File: src/rtl/hires_pkg.sv
// Shared constants, state encoding and command bounds check for the hi-res port-cycle master.
package hires_pkg;

  localparam logic [8:0] HIRES_PORT_X    = 9'h080;
  localparam logic [8:0] HIRES_PORT_Y    = 9'h081;
  localparam logic [8:0] HIRES_PORT_DATA = 9'h082;
  localparam logic [8:0] HIRES_PORT_OPT  = 9'h083;

  localparam logic [7:0] OPT_FILL = 8'hBC;
  localparam logic [7:0] OPT_READ = 8'hEC;

  // Each non-idle state names the port cycle currently on the bus
  typedef enum logic [2:0] {
    ST_IDLE,
    ST_OPT,
    ST_SETX,
    ST_SETY,
    ST_DATA,
    ST_DONE
  } hires_state_t;

  // Sums are widened by one bit so 79+80 or 239+240 cannot wrap into range
  function automatic logic cmd_in_bounds(input logic [6:0] x, input logic [7:0] y,
                                         input logic [6:0] w, input logic [7:0] h);
    logic [7:0] x_end;
    logic [8:0] y_end;
    x_end = {1'b0, x} + {1'b0, w};
    y_end = {1'b0, y} + {1'b0, h};
    return (w != 7'd0) && (h != 8'd0) && (x_end <= 8'd80) && (y_end <= 9'd240);
  endfunction

endpackage

File: src/rtl/hires_bus_cycle.sv
// Single Z80-style port cycle sequencer: owns strobe, io_access and read-sample timing.
module hires_bus_cycle #(
  parameter int BUS_CYCLES = 4,
  parameter int RD_TIMEOUT = 15
) (
  input  logic       clk,
  input  logic       srst,
  input  logic       start,
  input  logic [8:0] addr,
  input  logic [7:0] data,
  input  logic       is_read,
  input  logic [7:0] hires_dout,
  input  logic       hires_dout_rdy,
  output logic       busy,
  output logic [7:0] rd_data,
  output logic       rd_valid,
  output logic       timeout,
  output logic [8:0] TRS_A,
  output logic [7:0] TRS_D,
  output logic       TRS_OUT,
  output logic       TRS_IN,
  output logic       io_access
);

  localparam int CNT_MAX = (RD_TIMEOUT > BUS_CYCLES) ? RD_TIMEOUT : BUS_CYCLES;
  localparam int CW      = $clog2(CNT_MAX + 1);

  logic [CW-1:0] cnt;
  logic          got;
  logic          rd_cycle;
  logic          rdy_seen;

  assign rdy_seen = got || hires_dout_rdy;

  // busy covers only the strobe-low clocks, so a start offered during the
  // following idle clock launches the next cycle with exactly one gap clock
  always_ff @(posedge clk) begin
    if (srst) begin
      busy      <= 1'b0;
      cnt       <= '0;
      got       <= 1'b0;
      rd_cycle  <= 1'b0;
      rd_data   <= 8'h00;
      rd_valid  <= 1'b0;
      timeout   <= 1'b0;
      TRS_A     <= 9'h000;
      TRS_D     <= 8'h00;
      TRS_OUT   <= 1'b1;
      TRS_IN    <= 1'b1;
      io_access <= 1'b0;
    end else begin
      io_access <= 1'b0;
      rd_valid  <= 1'b0;
      timeout   <= 1'b0;
      if (!busy) begin
        if (start) begin
          busy      <= 1'b1;
          cnt       <= '0;
          got       <= 1'b0;
          rd_cycle  <= is_read;
          TRS_A     <= addr;
          TRS_D     <= data;
          TRS_OUT   <= is_read;
          TRS_IN    <= !is_read;
          io_access <= 1'b1;
        end
      end else begin
        cnt <= cnt + CW'(1);
        if (!rd_cycle) begin
          if (cnt == CW'(BUS_CYCLES - 1)) begin
            busy    <= 1'b0;
            TRS_OUT <= 1'b1;
          end
        end else begin
          if (!got && hires_dout_rdy) begin
            got      <= 1'b1;
            rd_data  <= hires_dout;
            rd_valid <= 1'b1;
          end
          if (rdy_seen && (cnt >= CW'(BUS_CYCLES - 1))) begin
            busy   <= 1'b0;
            TRS_IN <= 1'b1;
          end else if (!rdy_seen && (cnt == CW'(RD_TIMEOUT - 1))) begin
            busy    <= 1'b0;
            TRS_IN  <= 1'b1;
            timeout <= 1'b1;
          end
        end
      end
    end
  end

endmodule

File: src/rtl/hires_fill_master.sv
// Rectangle fill / read-compare command engine driving hi-res board ports 0x80-0x83.
// Build macro HIRES_READBACK_EN enables read-and-compare; without it every command is a fill.
module hires_fill_master #(
  parameter int BUS_CYCLES = 4,
  parameter int RD_TIMEOUT = 15
) (
  input  logic        clk,
  input  logic        srst,
  input  logic        cmd_valid,
  output logic        cmd_ready,
  input  logic [6:0]  cmd_x,
  input  logic [7:0]  cmd_y,
  input  logic [6:0]  cmd_w,
  input  logic [7:0]  cmd_h,
  input  logic [7:0]  cmd_pattern,
  input  logic        cmd_read,
  input  logic        cmd_graphics,
  output logic [8:0]  TRS_A,
  output logic [7:0]  TRS_D,
  output logic        TRS_OUT,
  output logic        TRS_IN,
  output logic        io_access,
  input  logic [7:0]  hires_dout,
  input  logic        hires_dout_rdy,
  output logic        done,
  output logic        cmd_err,
  output logic [15:0] mismatch_cnt
);

  import hires_pkg::*;

  hires_state_t state;
  logic [6:0]   x_q, w_q, col;
  logic [7:0]   y_q, h_q, pat_q, row;
  logic         read_q;
  logic         read_mode_cmd;
  logic         cmd_legal, accept, more_rows;
  logic         bc_start, bc_read, bc_busy;
  logic [8:0]   bc_addr;
  logic [7:0]   bc_data, bc_dout, bc_rd_data;
  logic         bc_rdy, bc_rd_valid, bc_timeout, bc_trs_in;

  assign cmd_legal = cmd_in_bounds(cmd_x, cmd_y, cmd_w, cmd_h);
  assign accept    = (state == ST_IDLE) && cmd_valid && cmd_ready;
  assign more_rows = ({1'b0, row} + 9'd1) < {1'b0, h_q};

  // Next port cycle to launch; offered while the previous cycle sits in its idle clock
  always_comb begin
    bc_start = 1'b0;
    bc_addr  = HIRES_PORT_OPT;
    bc_data  = 8'h00;
    bc_read  = 1'b0;
    case (state)
      ST_IDLE: begin
        bc_start = cmd_valid && cmd_ready && cmd_legal;
        bc_data  = (read_mode_cmd ? OPT_READ : OPT_FILL) | {7'b0, cmd_graphics};
      end
      ST_OPT: begin
        bc_start = !bc_busy;
        bc_addr  = HIRES_PORT_X;
        bc_data  = {1'b0, x_q};
      end
      ST_SETX: begin
        bc_start = !bc_busy;
        bc_addr  = HIRES_PORT_Y;
        bc_data  = y_q + row;
      end
      ST_SETY: begin
        bc_start = !bc_busy;
        bc_addr  = HIRES_PORT_DATA;
        bc_data  = read_q ? 8'h00 : pat_q;
        bc_read  = read_q;
      end
      ST_DATA: begin
        if (col < w_q) begin
          bc_start = !bc_busy;
          bc_addr  = HIRES_PORT_DATA;
          bc_data  = read_q ? 8'h00 : pat_q;
          bc_read  = read_q;
        end else if (more_rows) begin
          bc_start = !bc_busy;
          bc_addr  = HIRES_PORT_X;
          bc_data  = {1'b0, x_q};
        end
      end
      default: ;
    endcase
  end

  // X is rewritten at the start of every row rather than trusting auto-increment
  always_ff @(posedge clk) begin
    if (srst) begin
      state     <= ST_IDLE;
      cmd_ready <= 1'b1;
      done      <= 1'b0;
      cmd_err   <= 1'b0;
      x_q       <= 7'd0;
      w_q       <= 7'd0;
      y_q       <= 8'd0;
      h_q       <= 8'd0;
      pat_q     <= 8'd0;
      read_q    <= 1'b0;
      row       <= 8'd0;
      col       <= 7'd0;
    end else begin
      done    <= 1'b0;
      cmd_err <= 1'b0;
      case (state)
        ST_IDLE: begin
          if (accept) begin
            cmd_ready <= 1'b0;
            if (cmd_legal) begin
              x_q    <= cmd_x;
              w_q    <= cmd_w;
              y_q    <= cmd_y;
              h_q    <= cmd_h;
              pat_q  <= cmd_pattern;
              read_q <= read_mode_cmd;
              row    <= 8'd0;
              col    <= 7'd0;
              state  <= ST_OPT;
            end else begin
              cmd_err <= 1'b1;
              state   <= ST_DONE;
            end
          end
        end
        ST_OPT:  if (!bc_busy) state <= ST_SETX;
        ST_SETX: if (!bc_busy) state <= ST_SETY;
        ST_SETY: begin
          if (!bc_busy) begin
            col   <= 7'd1;
            state <= ST_DATA;
          end
        end
        ST_DATA: begin
          if (!bc_busy) begin
            if (col < w_q) begin
              col <= col + 7'd1;
            end else if (more_rows) begin
              row   <= row + 8'd1;
              state <= ST_SETX;
            end else begin
              done  <= 1'b1;
              state <= ST_DONE;
            end
          end
        end
        ST_DONE: begin
          cmd_ready <= 1'b1;
          state     <= ST_IDLE;
        end
        default: state <= ST_IDLE;
      endcase
    end
  end

  hires_bus_cycle #(
    .BUS_CYCLES(BUS_CYCLES),
    .RD_TIMEOUT(RD_TIMEOUT)
  ) u_bus_cycle (
    .clk            (clk),
    .srst           (srst),
    .start          (bc_start),
    .addr           (bc_addr),
    .data           (bc_data),
    .is_read        (bc_read),
    .hires_dout     (bc_dout),
    .hires_dout_rdy (bc_rdy),
    .busy           (bc_busy),
    .rd_data        (bc_rd_data),
    .rd_valid       (bc_rd_valid),
    .timeout        (bc_timeout),
    .TRS_A          (TRS_A),
    .TRS_D          (TRS_D),
    .TRS_OUT        (TRS_OUT),
    .TRS_IN         (bc_trs_in),
    .io_access      (io_access)
  );

`ifdef HIRES_READBACK_EN
  logic [15:0] mismatch_q;
  logic        miss;

  assign read_mode_cmd = cmd_read;
  assign bc_dout       = hires_dout;
  assign bc_rdy        = hires_dout_rdy;
  assign TRS_IN        = bc_trs_in;
  assign mismatch_cnt  = mismatch_q;
  assign miss          = (bc_rd_valid && (bc_rd_data != pat_q)) || bc_timeout;

  // Wrong data and missing data both count; the counter sticks at all-ones
  always_ff @(posedge clk) begin
    if (srst) begin
      mismatch_q <= 16'h0000;
    end else if (accept && cmd_legal) begin
      mismatch_q <= 16'h0000;
    end else if (miss && (mismatch_q != 16'hFFFF)) begin
      mismatch_q <= mismatch_q + 16'd1;
    end
  end
`else
  logic unused_readback;

  assign read_mode_cmd   = 1'b0;
  assign bc_dout         = 8'h00;
  assign bc_rdy          = 1'b0;
  assign TRS_IN          = 1'b1;
  assign mismatch_cnt    = 16'h0000;
  assign unused_readback = ^{cmd_read, hires_dout, hires_dout_rdy,
                             bc_rd_data, bc_rd_valid, bc_timeout, bc_trs_in};
`endif

endmodule

File: config.mk
export PLATFORM = sky130hd
export DESIGN_NAME = hires_fill_master
export DESIGN_NICKNAME = d
export VERILOG_FILES = /design/src/rtl/hires_pkg.sv /design/src/rtl/hires_bus_cycle.sv /design/src/rtl/hires_fill_master.sv
export SDC_FILE = /design/constraint.sdc
export NUM_CORES = 1
export LEC_CHECK = 0
export ABC_AREA = 1
export CAP_MARGIN = 0
export CORE_MARGIN = 4
export CORE_UTILIZATION = 44
export DETAILED_ROUTE_END_ITERATION = 8
export DONT_BUFFER_PORTS = 1
export PLACE_DENSITY = 0.64
export SYNTH_ARGS = -nofsm -noshare
export SYNTH_HDL_FRONTEND = slang
export SYNTH_SLANG_ARGS = --single-unit
File: constraint.sdc
create_clock -name clk -period 5 [get_ports clk]
set_input_delay 1.25 -clock clk [delete_from_list [all_inputs] [get_ports clk]]
set_output_delay 1.25 -clock clk [all_outputs]
set_load 0.02 [all_outputs]
==> flow_summary.yaml, run 1 <==
detailed_routing:
  wl_um: 13060
  wl_per_cell_um: 14.56
  avgViaCountPerCell: 5.266
  drt_iter0_drc: 287
  dr.pass1.iters: 5
  ant_nets: 0
  drcViolationCount: 0
  via_count: 4724
floorplanning:
  initial_core_util_pct: 45.60
  die_area_um2: 13800
  num_rows: 39
  coreArea_um2: 11560
  ioPinCount: 91
  chipWidth_um: 117.5
  dieHeight_um: 117.5
power_and_ir_drop:
  p_leak_uw: 0.002524
  powerDensity_nw_per_um2: 568.7
  p_total_uw: 3186
  ir_drop_mv: 0.1750
synthesis:
  synthArstFlopShare_pct: 0
  synth_edf_count: 0
  synthFlopType: "dfxtp_1"
  ys_warn_count: 0
  syn_area_um2: 5274
  synth-seq-cells: 77
  syn_avg_cell_area_um2: 6.930
  yosysUniqueCellTypes: 50
  syn_inst: 761
  synth-seq-area-share_pct: 29.23
cells_and_area:
  layout_commonest_cell: "nand2_1"
  multi_input_area_um2: 3179
  fin_cells: 897
  fill_cells: 1179
  design_area_um2: 5602
  utilization_pct: 48.44
  num_antenna_cells: 0
  regArea_um2: 1541
  final_cell_mix: "nand2_1 (177), nand3_1 (87), inv_1 (84), dfxtp_1 (77), a21oi_1 (68)"
  nNetsFinal: 842
  area_growth_pct: 6.216
  drive_gt1_share_pct: 7.958
min_path:
  hold_start: "h_q[2]"
  hold_depth: 2
  hp-class: "reg2reg"
  holdPathEnd: "h_q[2]"
global_routing:
  antenna_found_initial: 0
  grt_pass1_wl_um: 22380
  grt_overflow_total: 0
  grt_pass1_vias: 4628
  grt.total_usage_pct: 19.39
  grt_max_degree: 40
sta:
  fin_skew_ns: 0.008969
  tightest_slew_ns: 0.7818
  min_period_ns: 3.405
  tns_ns: 0
  finalMaxSlewViolations: 0
  max_clock_freq_mhz: 293.7
  grt_setup_unrepaired: "no"
  relSlewSlack_pct: 47.48
  setup_viol_count_final: 0
  period_share_pct: 68.09
  timing_hold_violations_final: 0
clock_network:
  clock_path_buffers: 2
  cts_root_buffer: "clkbuf_16"
  htreeDepth: 3
  postCtsResizedCells: 0
  cts.sinks: 77
  cts_buffers: 9
  post_cts_buffers: 0
  clock_latency_ns: 0.34
  cts_tree: "done"
  postCtsHoldBufs: 0
  clkTransAtPathRegs_ns: 0.06
placement:
  place_inst: 881
  portBuffers: 0
  dp_hpwl_um: 9981
  gp_congestion: 0.8796
  place_area_um2: 5253
setup_path:
  reg2reg_to: "u_bus_cycle.cnt[0]"
  critPathRequiredTime_ns: 5.22
  worstSetupPathType: "in2reg"
  crit_arrival_ns: 3.63
  start_kind: "input pin"
  worstReg2RegStart: "row[0]"
  r2r_slack_ns: 1.96
  r2r_cells: 19
  cp_max_fo: 18
  crit_path_end_kind: "flop"
run_status:
  status: "complete, no violations"
run:
  drv_cap: 0
==> layer usage <==
layer / track usage [%] / part of all wire [%] / vias to the layer above
li1: - / - / 2422
met2: 30.92 / 45 / 120
met3: 4.661 / 5.8 / 21
met4: 7.692 / 2.8 / 0
met1: 25.34 / 46 / 2161
met5: 0 / 0 / -
==> worst max-delay path, cell delays in order <==
cell	delay (ns)
ha_1	0.22
fa_1	0.42
or2_2	0.30
nor2_1	0.10
nand3_1	0.09
nand2_1	0.07
nand2_1	0.05
nand2_1	0.12
nand4_4	0.28
nand2_2	0.28
nand2_2	0.23
nand3_1	0.13
nand2_1	0.07
==> cells in the mapped netlist, types with 2 or more instances <==
cell,n,share of area [%]
nand2_1,177,13
nand3_1,87,8.3
inv_1,84,6.0
dfxtp_1,77,29
a21oi_1,68,6.5
nor2_1,59,4.2
ha_1,38,9.0
o21ai_0,28,2.7
buf_4,27,3.8
clkbuf_1,12,0.85
nand4_1,11,1.3
xor2_1,9,1.5
nand2_2,5,0.59
nand2_4,5,1.1
nor3_1,5,0.47
or2_2,5,0.59
xnor2_1,5,0.83
a21oi_2,3,0.50
buf_2,3,0.28
fa_1,3,1.1
inv_2,3,0.21
nand3_2,3,0.57
nor2_2,3,0.36
nor2_4,3,0.64
nor2_8,3,1.1
o211ai_1,3,0.43
o21bai_1,3,0.43
a221oi_1,2,0.33
buf_6,2,0.43
conb_1,2,0.14
nor3_2,2,0.38
o21a_1,2,0.28
o311ai_0,2,0.33
==> logic make-up after synthesis <==
group / share of synthesized area [%]
simple gates: 33.50
buf+inv: 11.98
compound gates: 12.67
flops: 29.23
fa+ha+maj: 10.15
xor+xnor: 2.325
other cells: 0.1424
==> state kept, by name (all words and copies together) (netlist names), 3 cells and up <==
signal and count:
h_q 8, state 3, pat_q 8, u_bus_cycle.TRS_D 8
u_bus_cycle.TRS_A 3, row 8, col 7, x_q 7
w_q 7, u_bus_cycle.cnt 4, y_q 8
==> worst max path at each step <==
stage                         from  slack (ns)                    to
after global placement    cmd_x[0]        1.29    u_bus_cycle.cnt[0]
after global routing      cmd_y[0]        1.42  u_bus_cycle.TRS_D[4]
after CTS                 cmd_x[0]        1.58  u_bus_cycle.TRS_D[7]
after floorplan           cmd_x[0]        1.78                col[1]
after detailed placement  cmd_x[0]        1.23  u_bus_cycle.TRS_D[7]
final                     cmd_x[0]        1.60  u_bus_cycle.TRS_A[0]
==> cell type report <==
cell class / count / area share [%]
inverter: 89 / 6.031
multi-input combinational: 570 / 56.76
timing repair buffer: 2 / 0.2680
clock buffer: 10 / 4.266
sequential: 77 / 27.52
tap: 143 / 3.194
clock inverter: 6 / 1.966
==> metrics by stage <==
stage / setup WS, ns / hold WS (ns)
finish: 1.595 / 0.4621
global placement: 1.289 / 0.4507
floorplan: 1.777 / 0.4354
detailed placement: 1.228 / 0.4521
global route: 1.424 / 0.4868
CTS: 1.581 / 0.4629
==> report_power, final <==
group          switching [µW]  internal, µW
logic                    1000           486
clock network             260           500
registers                 191           747
Power figures use the tool's default switching activity.
==> run 2, diff against run 1 <==
==> constraint.sdc (replaced) <==
create_clock -name clk -period 3.2 [get_ports clk]
set_input_delay 0.8 -clock clk [delete_from_list [all_inputs] [get_ports clk]]
set_output_delay 0.8 -clock clk [all_outputs]
set_load 0.02 [all_outputs]
==> run 2 against run 1 <==
Count of clock-buffer cells in the layout unchanged. Total power is 52% higher. Worst setup slack worse by 1.3 ns. Worst hold slack improved by 0.00093 ns. Utilization shrank 0.13 points. Routed wire length decreased by 1.2%. Die area did not move. Sequential power up 56%. Highest routed layer unchanged.
==> flow_summary.yaml, run 2 (synthesis results as in run 1) <==
run_status:
  status: "complete, no violations"
sta:
  finalMaxSlewViolations: 0
  fin_skew_ns: 0.007402
  min_period_ns: 2.880
  max_clock_freq_mhz: 347.2
  final.setup.worst_slack_ns: 0.3199
  tns_ns: 0
  tightest_slew_ns: 0.8153
  period_share_pct: 90.00
  setup_viol_count_final: 0
  hold_slack_ns: 0.4630
  grt_setup_unrepaired: "no"
  relSlewSlack_pct: 45.23
  timing_hold_violations_final: 0
detailed_routing:
  wl_um: 12900
  drt_iter0_drc: 305
  avgViaCountPerCell: 5.300
  wl_per_cell_um: 14.36
  ant_nets: 0
  dr.pass1.iters: 5
  drcViolationCount: 0
  via_count: 4759
min_path:
  hp-class: "reg2reg"
clock_network:
  cts_buffers: 9
  post_cts_buffers: 0
  clock_latency_ns: 0.34
  clkTransAtPathRegs_ns: 0.06
  clock_path_buffers: 2
  cts.sinks: 77
  cts_root_buffer: "clkbuf_16"
  htreeDepth: 3
  cts_tree: "done"
global_routing:
  grt_pass1_vias: 4614
  grt_overflow_total: 0
  grt.total_usage_pct: 19.17
  antenna_found_initial: 0
  grt_pass1_wl_um: 22000
  grt_max_degree: 40
setup_path:
  critPathSlowestCell: "dfxtp_2"
  slowest_delay_ns: 0.38
  crit_path_end_kind: "flop"
  worstSetupPathType: "reg2reg"
  critPathRequiredTime_ns: 3.43
  start_kind: "flop"
  crit_arrival_ns: 3.11
  cp_cell_sequence: "ha_1 -> nand2_1 -> nor2_2 -> nand2_1 -> nor2_1 -> xnor2_1 -> inv_1 -> ha_1 -> nand2_1 -> nand3b_2 -> inv_1 -> nand3_1 -> nand2_2 -> nand2_4 -> nand2_4 -> nor2_8 -> nand2_4 -> clkinv_2 -> nor2_1 -> nor2_1"
  cp_max_fo: 8
floorplanning:
  num_rows: 39
  die_area_um2: 13800
  coreArea_um2: 11560
  chipWidth_um: 117.5
  initial_core_util_pct: 45.60
  ioPinCount: 91
  dieHeight_um: 117.5
placement:
  pre_cts_ws_ns: 0.1305
  gp_congestion: 0.8452
  dp_hpwl_um: 9938
  place_inst: 884
  portBuffers: 0
  place_area_um2: 5288
cells_and_area:
  design_area_um2: 5587
  fin_cells: 898
  area_growth_pct: 5.931
  final_cell_mix: "nand2_1 (177), nand3_1 (87), inv_1 (84), dfxtp_1 (75), a21oi_1 (68)"
  drive_gt1_share_pct: 8.477
  num_antenna_cells: 0
  layout_commonest_cell: "nand2_1"
  nNetsFinal: 845
power_and_ir_drop:
  powerDensity_nw_per_um2: 867.4
  p_leak_uw: 0.002518
  ir_drop_mv: 0.2888
run:
  drv_cap: 0
run 2: cell types whose count changed in the layout (fill, tap and decap cells not counted), sizes merged:
cell / change
bufinv: -2
buf: +3
run 2: critical path, delay by kind of cell, from the launching register on:
family / cells / cell delay (ns)
and+or+nand+nor: 14 / 1.49
adders and majority gates: 2 / 0.48
DFF: 1 / 0.38
buffers and inverters: 3 / 0.27
xor gates and xnor gates: 1 / 0.13
run 2: final cells by class:
cell class	count	area (µm²)
clock buffer	10	239.0
multi-input combinational	570	3187
inverter	89	337.8
timing repair buffer	5	50.05
sequential	77	1544
fill	1182	5978
tap	143	178.9
clock inverter	4	50.05
run 2: stage by stage:
stage | util (%) | total power (µW)
finish | 48.31 | 4846
global route | 48.31 | 5252
CTS | 48.22 | 4844
detailed placement | 45.72 | 3820
global placement | 45.72 | 3767
floorplan | - | 3391
run 2: worst paths after layout:
check,slack [ns],cells past startpoint,start,to
max reg2reg,0.32,20,row[0],row[1]
min,0.46,2,pat_q[7],pat_q[7]
min reg2reg,0.46,2,pat_q[7],pat_q[7]
max,0.32,20,row[0],row[1]
run 2: repair_timing:
| item | CTS | global route |
|---|---|---|
| setup endpoints to repair | 0 | 21 |
| gates resized for setup | 0 | 4 |
| hold buffers | 0 | 0 |
run 2: where the power goes:
part           switching [µW]  internal, µW
Sequential                293          1170
Combinational            1580           794
Clock                     389           614
run 2: routing by layer:
| layer | wire length [µm] | track usage, % | vias to the layer above |
|---|---|---|---|
| li1 | - | - | 2431 |
| met3 | 896 | 4.373 | 14 |
| met1 | 5932 | 24.68 | 2154 |
| met2 | 5845 | 31.39 | 160 |
| met5 | 0 | 0 | - |
| met4 | 221 | 7.179 | 0 |
==> run 3, diff against run 2 <==
--- a/config.mk
+++ b/config.mk
@@ -7,10 +7,10 @@
 export LEC_CHECK = 0
 export ABC_AREA = 1
 export CAP_MARGIN = 0
-export CORE_MARGIN = 4
 export CORE_UTILIZATION = 44
 export DETAILED_ROUTE_END_ITERATION = 8
 export DONT_BUFFER_PORTS = 1
+export MAX_ROUTING_LAYER = met4
 export PLACE_DENSITY = 0.64
 export SYNTH_ARGS = -nofsm -noshare
 export SYNTH_HDL_FRONTEND = slang
==> run 3 against run 2 <==
The run now ends with DRC left. Utilization grew 0.076 points. Non-clock buffer count grew 4. Die area shrank 10%. Sequential cell count is the same. Cell count grew 0.67%. Critical path depth is the same. Design area grew 0.16%. Sequential power is essentially flat. Sequential share of layout area shrank 0.066 points. Worst hold slack lost 0.0045 ns. First-iteration DRC count shrank 16%. Critical path type unchanged. Largest cell class unchanged. Largest power group unchanged.
==> flow_summary.yaml, run 3 (synthesis results as in run 1) <==
detailed_routing:
  wl_um: 12790
  ant_nets: 0
  via_count: 4741
  drcViolationCount: 10
  wl_per_cell_um: 14.15
  drt_iter0_drc: 257
  dr.pass1.iters: 7
  avgViaCountPerCell: 5.244
clock_network:
  clock_latency_ns: 0.35
  htreeDepth: 3
  cts_root_buffer: "clkbuf_16"
  clkTransAtPathRegs_ns: 0.07
  post_cts_buffers: 0
  cts.sinks: 77
  cts_buffers: 9
  clock_path_buffers: 2
  cts_tree: "done"
cells_and_area:
  layout_commonest_cell: "nand2_1"
  fill_cells: 1171
  nNetsFinal: 849
  final_cell_mix: "nand2_1 (177), nand3_1 (87), inv_1 (84), dfxtp_1 (76), a21oi_1 (68)"
  drive_gt1_share_pct: 8.936
  area_growth_pct: 6.097
  num_antenna_cells: 0
global_routing:
  grt_pass1_wl_um: 21050
  antenna_found_initial: 0
  grt.total_usage_pct: 22.04
  grt_pass1_vias: 4547
  grt_overflow_total: 0
  grt_max_degree: 40
sta:
  tns_ns: 0
  max_clock_freq_mhz: 342.6
  finalMaxSlewViolations: 0
  relSlewSlack_pct: 38.91
  period_share_pct: 91.22
  tightest_slew_ns: 0.9094
  final.setup.worst_slack_ns: 0.2809
  hold_slack_ns: 0.4585
  timing_hold_violations_final: 0
  min_period_ns: 2.919
  fin_skew_ns: 0.008717
  grt_setup_unrepaired: "no"
  setup_viol_count_final: 0
setup_path:
  crit_path_end_kind: "flop"
  r2r_slack_ns: 0.28
  worstSetupPathType: "reg2reg"
  cp_cell_sequence: "ha_1 -> nand2_1 -> nor2_2 -> nand2_1 -> nor2_1 -> xnor2_1 -> inv_1 -> ha_1 -> nand2_1 -> nand3b_2 -> nor2_1 -> nor2_4 -> nand2_2 -> nand2_4 -> nand2_4 -> nor2_8 -> nand2_4 -> clkinv_2 -> nor2_1 -> nor2_1"
  critPathMostFrequentCell: "nor2_1"
  critPathRequiredTime_ns: 3.44
  cp_max_fo: 8
  start_kind: "flop"
  critPathSlowestCell: "dfxtp_1"
  crit_arrival_ns: 3.16
  slowest_delay_ns: 0.42
power_and_ir_drop:
  p_leak_uw: 0.002524
  powerDensity_nw_per_um2: 860.4
  ir_drop_mv: 0.2640
run_status:
  failed_checks: "DRC"
  status: "complete, but fails checks"
placement:
  dp_hpwl_um: 10050
  portBuffers: 0
  pre_cts_ws_ns: 0.2120
  gp_congestion: 0.9087
min_path:
  hp-class: "reg2reg"
floorplanning:
  initial_core_util_pct: 45.60
  coreArea_um2: 11560
  num_rows: 39
  die_area_um2: 12430
  ioPinCount: 91
  chipWidth_um: 111.5
  dieHeight_um: 111.5
run:
  drv_cap: 0
-- run 3: changes by cell type in the layout (fill, tap and decap cells not counted), sizes merged --
cell	previous run	this run
buf	5	9
inv	88	91
clkbuf	10	9
clkinvlp	2	4
bufinv	1	0
clkinv	2	1
-- run 3: area by class of cell --
cell class | instances | area, µm² | share of cell area (%)
timing repair buffer | 9 | 67.56 | 1.208
inverter | 89 | 337.8 | 6.038
clock inverter | 7 | 58.81 | 1.051
tap | 143 | 178.9 | 3.198
multi-input combinational | 570 | 3184 | 56.91
sequential | 77 | 1543 | 27.57
clock buffer | 9 | 225.2 | 4.025
-- run 3: timing repair --
action                     CTS  global route
setup endpoints to repair    0             3
resized for setup            0             2
hold buffers                 0             0
-- run 3: power breakdown --
group          leakage (µW)  switching (µW)  internal [µW]  total, µW
combinational       0.00177            1580            798       2380
sequential         0.000626             290           1170       1460
clock              0.000127             440            535        976
-- run 3: metrics by stage --
step           util (%)  std cells  total power [µW]  area [µm²]
6_report          48.38        904              4815        5595
5_1_grt           48.38        904              5213        5595
4_1_cts           48.33        904              4839        5589
3_5_place_dp      45.87        888              3846        5305
3_3_place_gp      45.87        888              3779        5305
2_1_floorplan         -        782              3391        5353
-- run 3: final timing paths --
check / startpoint / endpoint / depth (start not counted)
worst max-delay path: row[0] / row[0] / 20
worst min-delay path: pat_q[1] / pat_q[1] / 2
worst max register to register: row[0] / row[0] / 20
worst min register to register: pat_q[1] / pat_q[1] / 2
-- run 3: layer usage --
layer / up-vias / track usage [%] / wire length [µm]
met1: 2160 / 26.24 / 5864
met5: - / - / 0
met4: 0 / 9.910 / 362
li1: 2439 / - / -
met3: 20 / 3.974 / 673
met2: 122 / 36.29 / 5893
-- run 3: worst max-delay path, delay by kind of cell, from the launching register on --
kind	cells	cell delay, ns
buf+inv	2	0.20
flops	1	0.42
xor+xnor	1	0.12
fa+ha+maj	2	0.51
simple gates	15	1.56
